**src/rtl/usb_frame_loader.sv**
```systemverilog
// USB stream frame loader: hunts for SYNC headers, writes CA/MSG payloads to the
// channel RAMs, stages DELAY payloads, and checks the XOR trailer of every frame.
module usb_frame_loader #(
  parameter logic [15:0] SYNC      = 16'hCA5E,
  parameter int unsigned CA_WORDS  = 32,
  parameter int unsigned MSG_WORDS = 47
) (
  input  logic        clk,
  input  logic        rst,
  input  logic [31:0] din,
  input  logic        din_valid,
  output logic        din_ready,
  output logic [31:0] data,
  output logic [15:0] wren,
  output logic [4:0]  wraddr_ca,
  output logic [5:0]  wraddr_msg,
  output logic [79:0] delay_ca,
  output logic        frame_done,
  output logic        crc_err,
  output logic [7:0]  err_cnt
);

  typedef enum logic [1:0] {HUNT, PAYLOAD, TRAILER, DONE} state_e;
  typedef enum logic [1:0] {FT_CA, FT_MSG, FT_DELAY, FT_BAD} ftype_e;

  localparam logic [5:0] CA_LAST  = 6'(CA_WORDS - 1);
  localparam logic [5:0] MSG_LAST = 6'(MSG_WORDS - 1);

  state_e       state_q, state_d;
  ftype_e       type_q;
  logic [2:0]   ch_q;
  logic [5:0]   cnt_q;
  logic [31:0]  csum_q;
  logic [9:0]   stage_q;
  logic [31:0]  data_q;
  logic [15:0]  wren_q;
  logic [4:0]   wraddr_ca_q;
  logic [5:0]   wraddr_msg_q;
  logic [79:0]  delay_q;
  logic         frame_done_q;
  logic         crc_err_q;
  logic [7:0]   err_cnt_q;

  logic         accept;
  logic         is_sync;
  ftype_e       hdr_type;
  logic [5:0]   last_idx;
  logic         payload_last;
  logic         err_inc;

  assign accept   = din_valid & din_ready;
  assign is_sync  = (din[31:16] == SYNC);
  assign hdr_type = ftype_e'(din[5:4]);

  always_comb begin
    last_idx = 6'd0;
    case (type_q)
      FT_CA:   last_idx = CA_LAST;
      FT_MSG:  last_idx = MSG_LAST;
      default: last_idx = 6'd0;
    endcase
  end

  assign payload_last = (cnt_q == last_idx);

  // Both invalid headers and checksum failures feed the same saturating counter.
  assign err_inc = accept &&
                   (((state_q == HUNT) && is_sync && (hdr_type == FT_BAD)) ||
                    ((state_q == TRAILER) && (din != csum_q)));

  always_ff @(posedge clk) begin
    if (rst) state_q <= HUNT;
    else     state_q <= state_d;
  end

  always_comb begin
    state_d = state_q;
    case (state_q)
      HUNT:    if (accept && is_sync && (hdr_type != FT_BAD)) state_d = PAYLOAD;
      PAYLOAD: if (accept && payload_last) state_d = TRAILER;
      TRAILER: if (accept) state_d = DONE;
      DONE:    state_d = HUNT;
      default: state_d = HUNT;
    endcase
  end

  always_comb begin
    din_ready = ~rst && (state_q != DONE);
  end

  always_ff @(posedge clk) begin
    if (rst) begin
      type_q       <= FT_CA;
      ch_q         <= 3'd0;
      cnt_q        <= 6'd0;
      csum_q       <= 32'd0;
      stage_q      <= 10'd0;
      data_q       <= 32'd0;
      wren_q       <= 16'd0;
      wraddr_ca_q  <= 5'd0;
      wraddr_msg_q <= 6'd0;
      delay_q      <= 80'd0;
      frame_done_q <= 1'b0;
      crc_err_q    <= 1'b0;
      err_cnt_q    <= 8'd0;
    end else begin
      wren_q       <= 16'd0;
      frame_done_q <= 1'b0;
      crc_err_q    <= 1'b0;

      if (err_inc && (err_cnt_q != 8'hFF)) err_cnt_q <= err_cnt_q + 8'd1;

      case (state_q)
        HUNT: begin
          if (accept && is_sync && (hdr_type != FT_BAD)) begin
            type_q       <= hdr_type;
            ch_q         <= din[2:0];
            cnt_q        <= 6'd0;
            csum_q       <= din;
            wraddr_ca_q  <= 5'd0;
            wraddr_msg_q <= 6'd0;
          end
        end
        PAYLOAD: begin
          if (accept) begin
            csum_q <= csum_q ^ din;
            cnt_q  <= cnt_q + 6'd1;
            case (type_q)
              FT_CA: begin
                data_q            <= din;
                wren_q[{1'b0, ch_q}] <= 1'b1;
                wraddr_ca_q       <= cnt_q[4:0];
              end
              FT_MSG: begin
                data_q            <= din;
                wren_q[{1'b1, ch_q}] <= 1'b1;
                wraddr_msg_q      <= cnt_q;
              end
              default: begin
                // 1023 is clamped to 1022 here so the commit is a plain copy.
                stage_q <= (din[9:0] == 10'h3FF) ? 10'd1022 : din[9:0];
              end
            endcase
          end
        end
        TRAILER: begin
          if (accept) begin
            if (din == csum_q) begin
              frame_done_q <= 1'b1;
              if (type_q == FT_DELAY) begin
                for (int i = 0; i < 8; i++) begin
                  if (ch_q == 3'(i)) delay_q[i*10 +: 10] <= stage_q;
                end
              end
            end else begin
              crc_err_q <= 1'b1;
            end
          end
        end
        default: ;
      endcase
    end
  end

  assign data       = data_q;
  assign wren       = wren_q;
  assign wraddr_ca  = wraddr_ca_q;
  assign wraddr_msg = wraddr_msg_q;
  assign delay_ca   = delay_q;
  assign frame_done = frame_done_q;
  assign crc_err    = crc_err_q;
  assign err_cnt    = err_cnt_q;

endmodule
```
**config.mk**
```make
export PLATFORM = sky130hd
export DESIGN_NAME = usb_frame_loader
export DESIGN_NICKNAME = d
export VERILOG_FILES = /design/src/rtl/usb_frame_loader.sv
export SDC_FILE = /design/constraint.sdc
export NUM_CORES = 1
export LEC_CHECK = 0
export ABC_AREA = 1
export ABC_CLOCK_PERIOD_IN_PS = 2100
export CAP_MARGIN = 20
export CORE_AREA = 2 2 146 148
export CTS_CLUSTER_SIZE = 14
export DETAILED_ROUTE_END_ITERATION = 8
export DIE_AREA = 0 0 148 150
export GPL_ROUTABILITY_DRIVEN = 0
export PLACE_DENSITY_LB_ADDON = 0.15
export SETUP_SLACK_MARGIN = 0.15
export SLEW_MARGIN = 0
export SYNTH_ARGS = -nofsm -noshare
export SYNTH_HDL_FRONTEND = slang
export SYNTH_SLANG_ARGS = --single-unit
```
**constraint.sdc**
```tcl
create_clock -name clk -period 2.1 [get_ports clk]
set_input_delay 0.21 -clock clk [delete_from_list [all_inputs] [get_ports clk]]
set_output_delay 0.21 -clock clk [all_outputs]
set_load 0.03 [all_outputs]
```
* Word-level counts from Yosys, hierarchy flattened *
Cells that the tools add are included.

operators by class
  equality and inequality tests = 27
  bitwise gates (word level) = 7
  add/sub/neg operators = 2
  muxes and demuxes = 26
  reductions and logical operators = 34
  order comparisons = 4

operator list
  operator              count
  $mux 32               2
  $pmux 32 s2           1
  $reduce_and 5->1      8
  $pmux 6 s2            3
  $eq 32x32->1          1
  $ne 32x32->1          1
  $pmux 16 s2           1
  $xor 32x32->32        1
  $mux 6                4
  $eq 16x16->1 const B  1
  $mux 5                3
  $eq 3x3->1 const B    4
  $ne 2x2->1 const B    6
  $reduce_and 3->1      4
  $logic_and 1x1->1     11
  $eq 10x10->1 const B  1
  $mux 10               1
  $pmux 5 s2            1
  $add 8x1->8 const B   1
  $eq 2x2->1 const B    4
  $ne 8x8->1 const B    1
  $pmux 2 s4            1
  $reduce_and 4->1      2
  $add 6x1->6 const B   1
  other kinds (21)      36

storage, ports and cells
  register bits after elaboration = 204

* Logic depth before layout (Yosys ltp) *
Gate-level depths: netlist (run 1).

  depth after elaboration = 7
  gate-level depth with buffers = 14

* Worst setup path after synthesis (run 1) *
Ideal clock, no wire load.

  path type = register to register
  start point = reg state_q[0]
  end point = reg csum_q[10]
  cell stages (with the launch flop) = 12
  data required time = 1.968 ns
  slack = 0.279 ns
  data arrival time = 1.688 ns
  clock period less this slack = 1.821 ns
  cells stage by stage = dfxtp_1 -> ha_1 -> nor3b_4 -> inv_2 -> nor2_1 -> nand2_1 -> nand2_2 -> nand2_1 -> buf_2 -> buf_4 -> nand2_1 -> a21oi_1

between the ends
  word-level cells in the longest chain between the ends = 7
  elaborated cells on any way between the ends = 12

RTL lines
  item                             line  RTL
  from (decl)                      29    state_e state_q, state_d;
  from (signal assigned)           73    else state_q <= state_d;
  $ne 2x2->1                       88    din_ready = ~rst && (state_q != DONE);
  $logic_and 1x1->1                88
  $and 1x1->1                      51    assign accept = din_valid & din_ready;
  $logic_and 1x1->1 (2 in series)  115   if (accept && is_sync && (hdr_type != FT_BAD)) begin
  $ne 2x1->1 (no line)             --
  $reduce_and 3->1 (no line)       --
  to (signal assigned)             119   csum_q <= din;
  to (signal assigned)             126   csum_q <= csum_q ^ din;
  to (decl)                        33    logic [31:0] csum_q;

Several ways; a longest one is shown, not always the timed one.
A chain may end at the register's enable or synchronous reset.

* Worst setup path after layout (run 1) *
  start point = reg csum_q[8]
  end point = reg delay_q[65] (netlist: delay_ca[65])

between the ends
  word-level cells in the longest chain between the ends = 2

RTL lines
  item                             line  RTL
  $eq 32x32->1                     148   if (din == csum_q) begin
  $reduce_and 5->1 (no line)       --
  to (signal, indexed assignment)  152   if (ch_q == 3'(i)) delay_q[i*10 +: 10] <= stage_q;
  to (decl)                        39    logic [79:0] delay_q;

Every way passes these cells.

==> flow_summary.ini, run 1 <==
[logic_synthesis]
yosysWarnings = 0
synth_edf_count = 0
synth_simple_gate_area_share_pct = 32.0
yosysUniqueCellTypes = 27
synth_compound_area_share_pct = 8.52
syn_avg_cell_area_um2 = 6.86
syn_inst = 1324
synth_nets = 1366
synth_flop_cell = dfxtp_1
synthMuxAreaShare_pct = 0
synth-xor-area-share_pct = 3.28
seq_area_frac_synth_pct = 44.9
synth_async_sr_flop_share_pct = 0
synth.area.top_cells = dfxtp_1 (45%), nand2_1 (14%), nor2_1 (10%), a21oi_1 (5.4%), inv_1 (5.4%)
synthAdderAreaFrac_pct = 0.964
synth_top_family_by_area = simple AND/OR/NAND/NOR gates
synth_most_common_cell = nand2_1
synth_commonest_cells = nand2_1 (344), nor2_1 (249), dfxtp_1 (204)
yosysTopAreaCell = dfxtp_1
yosysTopAreaCellShare_pct = 44.9
synth-seq-cells = 204
netlist_area_um2 = 9090

[timing]
worst_pin_slew_ns = 0.727
timing.final.ws_setup_ns = 0.238
period_minus_slack_ns = 1.86
hold_violations = 0
rsz0062_at_grt = true
setup_viol = 0
period_share_pct = 88.7
holdWs_ns = 0.210
drv_slew = 0
fmax_ghz = 0.537
skew_ns = 0.00666
slew_headroom_pct = 51.5

[setup_path]
critPathCaptureType = flip-flop
crit_start = csum_q[8]$_SDFFE_PP0P_
crit_slowest_cell = dfxtp_1
reg2reg_setup_slack_ns = 0.24
critPathKind = flip-flop to flip-flop
cpPeakStageDelay_ns = 0.38
reg2reg_depth = 12
crit_fanout = 20
worstPathRequired_ns = 2.53
cp.arrival_ns = 2.29
r2r-end = delay_ca[65]$_SDFFE_PP0P_
r2r_start = csum_q[8]$_SDFFE_PP0P_
path_cells = xnor2_2 > nand2_1 > nor2_1 > nand2_1 > nor2_2 > nand2_4 > nor2_8 > nand3_4 > buf_12 > nand2_1 > nand2_1 > nor2_1
startpoint_type = flip-flop
endpoint = delay_ca[65]$_SDFFE_PP0P_
crit_top_cell = nand2_1

[drt]
vias_per_cell = 4.72
ant_nets = 0
first_pass_iters = 8
drc = 0
first_iter_violations = 496
vias = 8546
routedWlPerCell_um = 13.6
drt_wl_total_um = 24700

[final_layout]
area_delta_synth_final_pct = 38.4
layout-drive-gt1-share_pct = 11.3
design_area_um2 = 12600
final_nets = 1564
n_fill_cell = 1938
n_antenna_cell = 0

[pwr]
p_seq_share_pct = 35.8
totalPowerFinal_mw = 12.4
power-per-cell-area_nw_per_um2 = 987
power_leakage_nw = 5.62
power_frac_comb_pct = 30.3
clockPowerShare_pct = 33.9
ir_worst_vdd_mv = 0.839
swShare_pct = 32.7
p_sw_mw = 4.06
intPower_mw = 8.37

[floorplanning]
core_um2 = 20700
rows = 53
dieArea_um2 = 22200
initial_core_util_pct = 43.9
ios = 185
die_h_um = 150
die_x_um = 148

[global_route]
gr-usage-all-layers_pct = 21.6
grt_max_degree = 111
grt_pass1_vias = 7762
grt_pass1_wl_um = 39400
overflow = 0
antenna_found_initial = 0

[clock_tree]
htree_levels = 1
cts.sinks = 204
cts_tree = built
cts_buffer_depth = 3
cts_buffers = 23
cts.clk_slew.worst_paths_ns = 0.06
ctsRootBufferMaster = clkbuf_16
clock_latency_ns = 0.50

[placement]
pre_cts_ws_ns = -0.152
place_area_um2 = 11500
numPortBuffers = 184
detailed_place_hpwl_um = 16400

[hold_path]
hp-class = input port to flip-flop

[outcome]
run_status = complete, no violations

[flow_run]
maxCapViolCount = 0
==> through the flow <==
| step | std cells | util [%] | TNS, ns |
|---|---|---|---|
| detailed placement | 1770 | 55.7 | -14.34 |
| CTS | 1811 | 59.6 | 0 |
| floorplan | 1324 | - | 0 |
| global placement | 1770 | 55.7 | -10.88 |
| global route | 1812 | 60.8 | 0 |
| finish | 1812 | 60.8 | 0 |
==> cell usage in the layout (no fill, tap or decap), types with 5 or more instances in the layout <==
| cell | Yosys | final |
|---|---|---|
| a21oi_1 | 98 | 94 |
| buf_12 | 0 | 13 |
| buf_4 | 2 | 55 |
| clkbuf_1 | 32 | 5 |
| clkbuf_16 | 0 | 23 |
| clkbuf_8 | 0 | 8 |
| clkdlybuf4s50_1 | 0 | 182 |
| dfxtp_1 | 204 | 192 |
| dfxtp_2 | 0 | 12 |
| ha_1 | 7 | 6 |
| inv_1 | 130 | 128 |
| nand2_1 | 344 | 340 |
| nand3_1 | 76 | 74 |
| nand3_2 | 8 | 7 |
| nand3_4 | 1 | 5 |
| nand4_1 | 7 | 7 |
| nor2_1 | 249 | 246 |
| nor2_2 | 3 | 5 |
| nor3_1 | 13 | 13 |
| o21ai_0 | 55 | 55 |
| xnor2_1 | 29 | 15 |
| xnor2_2 | 0 | 14 |
| xor2_1 | 5 | 5 |
==> sequential cells by signal, indices dropped and copies added (netlist names), 3 cells and up <==
register,flops
data,32
delay_ca,80
cnt_q,6
stage_q,10
wraddr_ca,5
wren,16
ch_q,3
err_cnt,8
csum_q,32
wraddr_msg,6
==> critical path, delay by kind of cell (launching register included) <==
kind	cells	cell delay, ns
buf+inv	1	0.18
simple gates	10	1.10
flops	1	0.38
xor+xnor	1	0.13
==> worst min-delay path by stage <==
stage	startpoint	endpoint	slack (ns)	depth (start not counted)
finish	rst	csum_q[29]$_SDFFE_PP0P_	0.21	3
global route	rst	csum_q[29]$_SDFFE_PP0P_	0.20	3
CTS	rst	wraddr_msg[5]$_SDFFE_PP0P_	0.19	3
detailed placement	data[9]$_SDFFE_PP0P_	data[9]$_SDFFE_PP0P_	0.45	2
global placement	data[25]$_SDFFE_PP0P_	data[25]$_SDFFE_PP0P_	0.45	2
floorplan	din[1]	stage_q[1]$_SDFFE_PP0P_	0.34	2
==> power groups by stage <==
stage / sequential [mW] / combinational, mW / clock, mW
global route: 4.49 / 4.15 / 4.45
floorplan: 4.69 / 2.16 / 0
finish: 4.45 / 3.77 / 4.21
detailed placement: 4.49 / 3.50 / 0
global placement: 4.49 / 3.47 / 0
CTS: 4.41 / 3.53 / 4.30
==> per-layer routing <==
| metal | routed length, um | GRT usage, % | share of wire, % |
|---|---|---|---|
| met1 | 11600 | 30.0 | 47 |
| met2 | 11200 | 35.0 | 45 |
| met3 | 1570 | 4.18 | 6.4 |
| met4 | 327 | 4.43 | 1.3 |
| met5 | 0 | 0 | 0 |
==> area by class of cell <==
class | count | area (um^2) | share of cell area, %
repair buffers | 254 | 2530 | 20.1
clock inverters | 4 | 95.1 | 0.756
inverters | 134 | 507 | 4.03
well taps | 275 | 344 | 2.73
flip-flops and latches | 204 | 4100 | 32.6
clock buffers | 36 | 704 | 5.60
multi-input cells | 905 | 4300 | 34.2
==> timing repair <==
item / in CTS / in global routing
hold endpoints to repair: 0 / 0
resized for setup: 2 / 53
setup buffers: 0 / 0
cloned: 1 / 1
hold buffers: 0 / 0
endpoints found under the setup margin: 10 / 176
pin swaps: 1 / 12
==> cells by family after synthesis <==
kind of cell             count (synthesis)
buffers and inverters                  217
AND/OR/NAND/NOR                        708
adder cells (fa/ha/maj)                  7
flip-flops                             204
XOR/XNOR                                34
AO/OA/AOI/OAI                          154
No activity file was read; power rests on OpenSTA's default activity.
==> run 2, diff against run 1 <==
Settings changed: DONT_BUFFER_PORTS set to 1, GPL_TIMING_DRIVEN set to 0.
==> flow_summary.ini, run 2 (synthesized netlist as in run 1, its figures left out) <==
[timing]
slew_headroom_pct = 41.3
hold_violations = 0
holdWs_ns = 0.0338
fmax_ghz = 0.517
period_minus_slack_ns = 1.93
fin_tns_setup_ns = 0
skew_ns = 0.0105
timing.final.ws_setup_ns = 0.165
drv_slew = 0
setup_viol = 0
period_share_pct = 92.1
rsz0062_at_grt = true
worst_pin_slew_ns = 0.880

[flow_run]
maxCapViolCount = 0

[drt]
dr_wl_met2_um = 12600
vias = 8422
first_iter_violations = 486
first_pass_iters = 5
wl_met1_um = 12200
drc = 0
dr_wl_met3_um = 2290
highest_layer = met5
vias_per_cell = 4.97
drt_wl_total_um = 27700
routedWlPerCell_um = 16.3
ant_nets = 0

[placement]
pre_cts_ws_ns = -0.234
place_inst = 1599
place_area_um2 = 9430
detailed_place_hpwl_um = 17700
numPortBuffers = 0

[clock_tree]
cts_tree = built
cts_buffers = 24
cts_buffer_depth = 3
ctsRootBufferMaster = clkbuf_16
cts.clk_slew.worst_paths_ns = 0.06
htree_levels = 1
cts.sinks = 204
clock_latency_ns = 0.51

[setup_path]
startpoint_type = flip-flop
critPathCaptureType = flip-flop
r2r_start = state_q[0]$_SDFFE_PP0P_
critPathKind = flip-flop to flip-flop
crit_fanout = 5
crit_slowest_cell = dfxtp_2
critical_path_cell_count = 10
cp.arrival_ns = 2.34
reg2reg_setup_slack_ns = 0.17
critical_path.top_delay_family = simple AND/OR/NAND/NOR gates
r2r-end = delay_ca[69]$_SDFFE_PP0P_
path_cells = ha_4 > nor3b_4 > inv_2 > nor2_4 > inv_2 > nor2_8 > nand3_4 > clkbuf_16 > nor2_1 > nor2_1
worst-path-buf-inv = 3
worstPathRequired_ns = 2.50
reg2reg_depth = 10
cpPeakStageDelay_ns = 0.35

[global_route]
antenna_found_initial = 1
overflow = 0
grt_pass1_vias = 7707
grt_max_degree = 15
gr-usage-all-layers_pct = 23.4
grt_pass1_wl_um = 41600

[pwr]
ir_worst_vdd_mv = 0.776
power-per-cell-area_nw_per_um2 = 1090
totalPowerFinal_mw = 12.3
power_leakage_nw = 5.11

[final_layout]
final_nets = 1444
largest_reg_flops = 80
final_util_pct = 54.6
area_delta_synth_final_pct = 24.3
n_fill_cell = 2035
layout-drive-gt1-share_pct = 15.7
layout_commonest_cell = nand2_1
n_antenna_cell = 0
design_area_um2 = 11300
layout_common_cells = nand2_1 (319), nor2_1 (222), dfxtp_1 (189)
fin_cells = 1695

[hold_path]
hold_end = csum_q[9]$_SDFFE_PP0P_
hp-start = din[9]
hp-class = input port to flip-flop
hold_depth = 4

[outcome]
run_status = complete, no violations

[floorplanning]
ios = 185
dieArea_um2 = 22200
rows = 53
core_um2 = 20700
die_h_um = 150
die_x_um = 148
initial_core_util_pct = 43.9
## run 2: cell count changes in the layout (fill, tap and decap cells not counted), sizes merged
cell,delta
buf,-4
clkbuf,+27
clkdlybuf4s50,-182
clkinv,+5
clkinvlp,+3
dlygate4sd2,-1
dlygate4sd3,+32
dlymetal6s4s,+1
inv,+2
## run 2: worst max path at each step
stage	end	from
final	delay_ca[69]$_SDFFE_PP0P_	state_q[0]$_SDFFE_PP0P_
after global routing	delay_ca[49]$_SDFFE_PP0P_	csum_q[22]$_SDFFE_PP0P_
after CTS	delay_ca[31]$_SDFFE_PP0P_	csum_q[18]$_SDFFE_PP0P_
after detailed placement	csum_q[18]$_SDFFE_PP0P_	state_q[1]$_SDFFE_PP0P_
after global placement	csum_q[19]$_SDFFE_PP0P_	state_q[1]$_SDFFE_PP0P_
after floorplan	csum_q[10]$_SDFFE_PP0P_	state_q[0]$_SDFFE_PP0P_
## run 2: timing repair
action	4_1_cts	5_1_grt
gates resized for setup	17	174
setup buffers	4	1
hold buffers	33	0
hold endpoints to repair	75	0
pin swaps	4	24
gates cloned	0	15
setup endpoints to repair	178	180
## run 2: routing by layer
| layer | vias to the layer above | track usage [%] |
|---|---|---|
| met1 | 3836 | 31.1 |
| met4 | 2 | 6.81 |
| li1 | 4259 | - |
| met5 | - | 0 |
| met3 | 50 | 6.37 |
| met2 | 275 | 37.4 |
## run 2: layout make-up
class                   instances  area, um^2  area share, %
plain buffers                  82         541           4.79
clock buffers                  30         664           5.88
clock inverters                14         164           1.45
inverters                     134         505           4.48
multi-input cells             905        4440           39.3
flip-flops and latches        204        4100           36.3
well taps                     275         344           3.05
repair buffers                 51         531           4.70
## run 2: tightest hold or removal path, delay by kind of cell
family	cells	cell delay [ns]
and+or+nand+nor	2	0.13
AOI/OAI and AO/OA	2	0.15
## run 2: report_power, final
| group | switching (mW) | total [mW] | internal (mW) |
|---|---|---|---|
| sequential | 0.503 | 4.72 | 4.22 |
| combinational | 2.06 | 3.29 | 1.23 |
| clock | 1.69 | 4.32 | 2.63 |
==> run 3, diff against run 2 <==
Settings changed: CORE_AREA 2 2 146 148 to 3 3 147 149, DIE_AREA 0 0 148 150 to 0 0 150 152.
==> flow_summary.ini, run 3 (synthesized netlist as in run 1, its figures left out) <==
[floorplanning]
dieArea_um2 = 22800
die_x_um = 150
ios = 185
initial_core_util_pct = 44.8
core_um2 = 20300
die_h_um = 152
rows = 52

[drt]
first_pass_iters = 5
first_iter_violations = 542
vias = 8412
vias_per_cell = 4.99
drc = 0
routedWlPerCell_um = 16.3
ant_nets = 0
drt_wl_total_um = 27400

[setup_path]
r2r-end = delay_ca[38]$_SDFFE_PP0P_
crit_top_cell = nor2_1
critical_path.top_delay_family = simple AND/OR/NAND/NOR gates
cp.arrival_ns = 2.33
worstPathRequired_ns = 2.49
worst-path-buf-inv = 3
endpoint = delay_ca[38]$_SDFFE_PP0P_
r2r_start = state_q[1]$_SDFFE_PP0P_
reg2reg_depth = 10
critPathCaptureType = flip-flop
cpPeakStageDelay_ns = 0.35
crit_slowest_cell = dfxtp_2
crit_start = state_q[1]$_SDFFE_PP0P_
path_cells = ha_4 > nor3b_4 > inv_2 > nor2_4 > inv_4 > nor2_8 > nand3_4 > buf_6 > nor2_1 > nor2_1
reg2reg_setup_slack_ns = 0.17
critical_path_cell_count = 10
crit_fanout = 5
critPathKind = flip-flop to flip-flop
startpoint_type = flip-flop

[timing]
timing.final.ws_setup_ns = 0.166
period_share_pct = 92.1
period_minus_slack_ns = 1.93
drv_slew = 0
fmax_ghz = 0.517
rsz0062_at_grt = true
setup_viol = 0
skew_ns = 0.00987
worst_pin_slew_ns = 0.782
hold_violations = 0
slew_headroom_pct = 47.8

[placement]
pre_cts_ws_ns = -0.247
place_area_um2 = 9430
detailed_place_hpwl_um = 17900
numPortBuffers = 0

[final_layout]
final_nets = 1442
layout-drive-gt1-share_pct = 11.6
largest_reg_flops = 80
n_fill_cell = 1940
multi_input_comb_area_um2 = 4250
layout_commonest_cell = nand2_1
area_delta_synth_final_pct = 21.9
seqCellArea_um2 = 4100
design_area_um2 = 11100
layout_common_cells = nand2_1 (340), nor2_1 (245), dfxtp_1 (194)
n_antenna_cell = 0

[pwr]
power-per-cell-area_nw_per_um2 = 1110
ir_worst_vdd_mv = 0.655
power_leakage_nw = 5.09

[flow_run]
maxCapViolCount = 0

[clock_tree]
cts.sinks = 204
cts_buffer_depth = 3
htree_levels = 1
cts.clk_slew.worst_paths_ns = 0.06
cts_tree = built
cts_buffers = 23
ctsRootBufferMaster = clkbuf_16
clock_latency_ns = 0.51

[global_route]
grt_pass1_wl_um = 42100
grt_max_degree = 15
gr-usage-all-layers_pct = 22.6
antenna_found_initial = 0
overflow = 0
grt_pass1_vias = 7562

[outcome]
run_status = complete, no violations

[hold_path]
hp-class = input port to flip-flop
[run 3: cell count changes in the layout (fill, tap and decap cells not counted), moves of 5 or more]
cell	change
dfxtp_2	-5
xnor2_2	-6
dfxtp_1	+5
nand2_1	+21
nor2_2	-23
nand2_2	-19
nor2_1	+23
xnor2_1	+6
[run 3: metrics by stage]
stage	total power, mW	utilization, %	instances	hold WS (ns)	setup TNS, ns
2_1_floorplan	6.85	-	1324	0.345	0
3_3_place_gp	7.54	46.4	1594	0.356	-9.80
3_5_place_dp	7.57	46.4	1594	0.356	-12.34
4_1_cts	12.0	52.5	1673	0.000357	0
5_1_grt	13.0	54.6	1686	0.0434	0
6_report	12.3	54.6	1686	0.0112	0
[run 3: how the worst min path moves through the flow]
stage | start | endpoint | depth (start not counted) | slack, ns
2_1_floorplan | din[1] | stage_q[1]$_SDFFE_PP0P_ | 2 | 0.34
3_3_place_gp | din[1] | stage_q[1]$_SDFFE_PP0P_ | 2 | 0.36
3_5_place_dp | din[1] | stage_q[1]$_SDFFE_PP0P_ | 2 | 0.36
4_1_cts | din[30] | csum_q[30]$_SDFFE_PP0P_ | 4 | 0.0004
5_1_grt | din[30] | csum_q[30]$_SDFFE_PP0P_ | 4 | 0.04
6_report | din[30] | csum_q[30]$_SDFFE_PP0P_ | 4 | 0.01
[run 3: final cells by class]
| cell class | instances | area share [%] |
|---|---|---|
| Multi-Input combinational cell | 904 | 38.4 |
| Tap cell | 270 | 3.05 |
| Clock buffer | 27 | 5.69 |
| Inverter | 134 | 4.59 |
| Buffer | 81 | 4.82 |
| Clock inverter | 14 | 1.66 |
| Sequential cell | 204 | 37.0 |
| Timing Repair Buffer | 52 | 4.82 |
[run 3: worst min-delay path: cells and delay by family]
family / cells / cell delay, ns
compound gates: 2 / 0.14
simple gates: 2 / 0.12
[run 3: routing by layer]
metal	GRT usage, %	part of all wire (%)	up-vias
met3	6.34	8.9	44
met2	34.9	44	282
li1	-	-	4239
met4	5.14	2.0	0
met1	31.4	45	3847
met5	0	0	-
[run 3: what timing repair did]
item / CTS / global route
pin swaps: 4 / 6
setup endpoints to repair: 189 / 193
gates resized for setup: 17 / 106
cloned: 0 / 10
hold endpoints to repair: 75 / 0
hold buffers: 34 / 0
setup buffers: 5 / 4
[run 3: power by group]
| part | leakage [nW] | internal [mW] | switching (mW) | total [mW] |
|---|---|---|---|---|
| registers | 1.65 | 4.21 | 0.489 | 4.70 |
| logic | 3.04 | 1.28 | 2.05 | 3.33 |
| clock network | 0.393 | 2.64 | 1.68 | 4.32 |
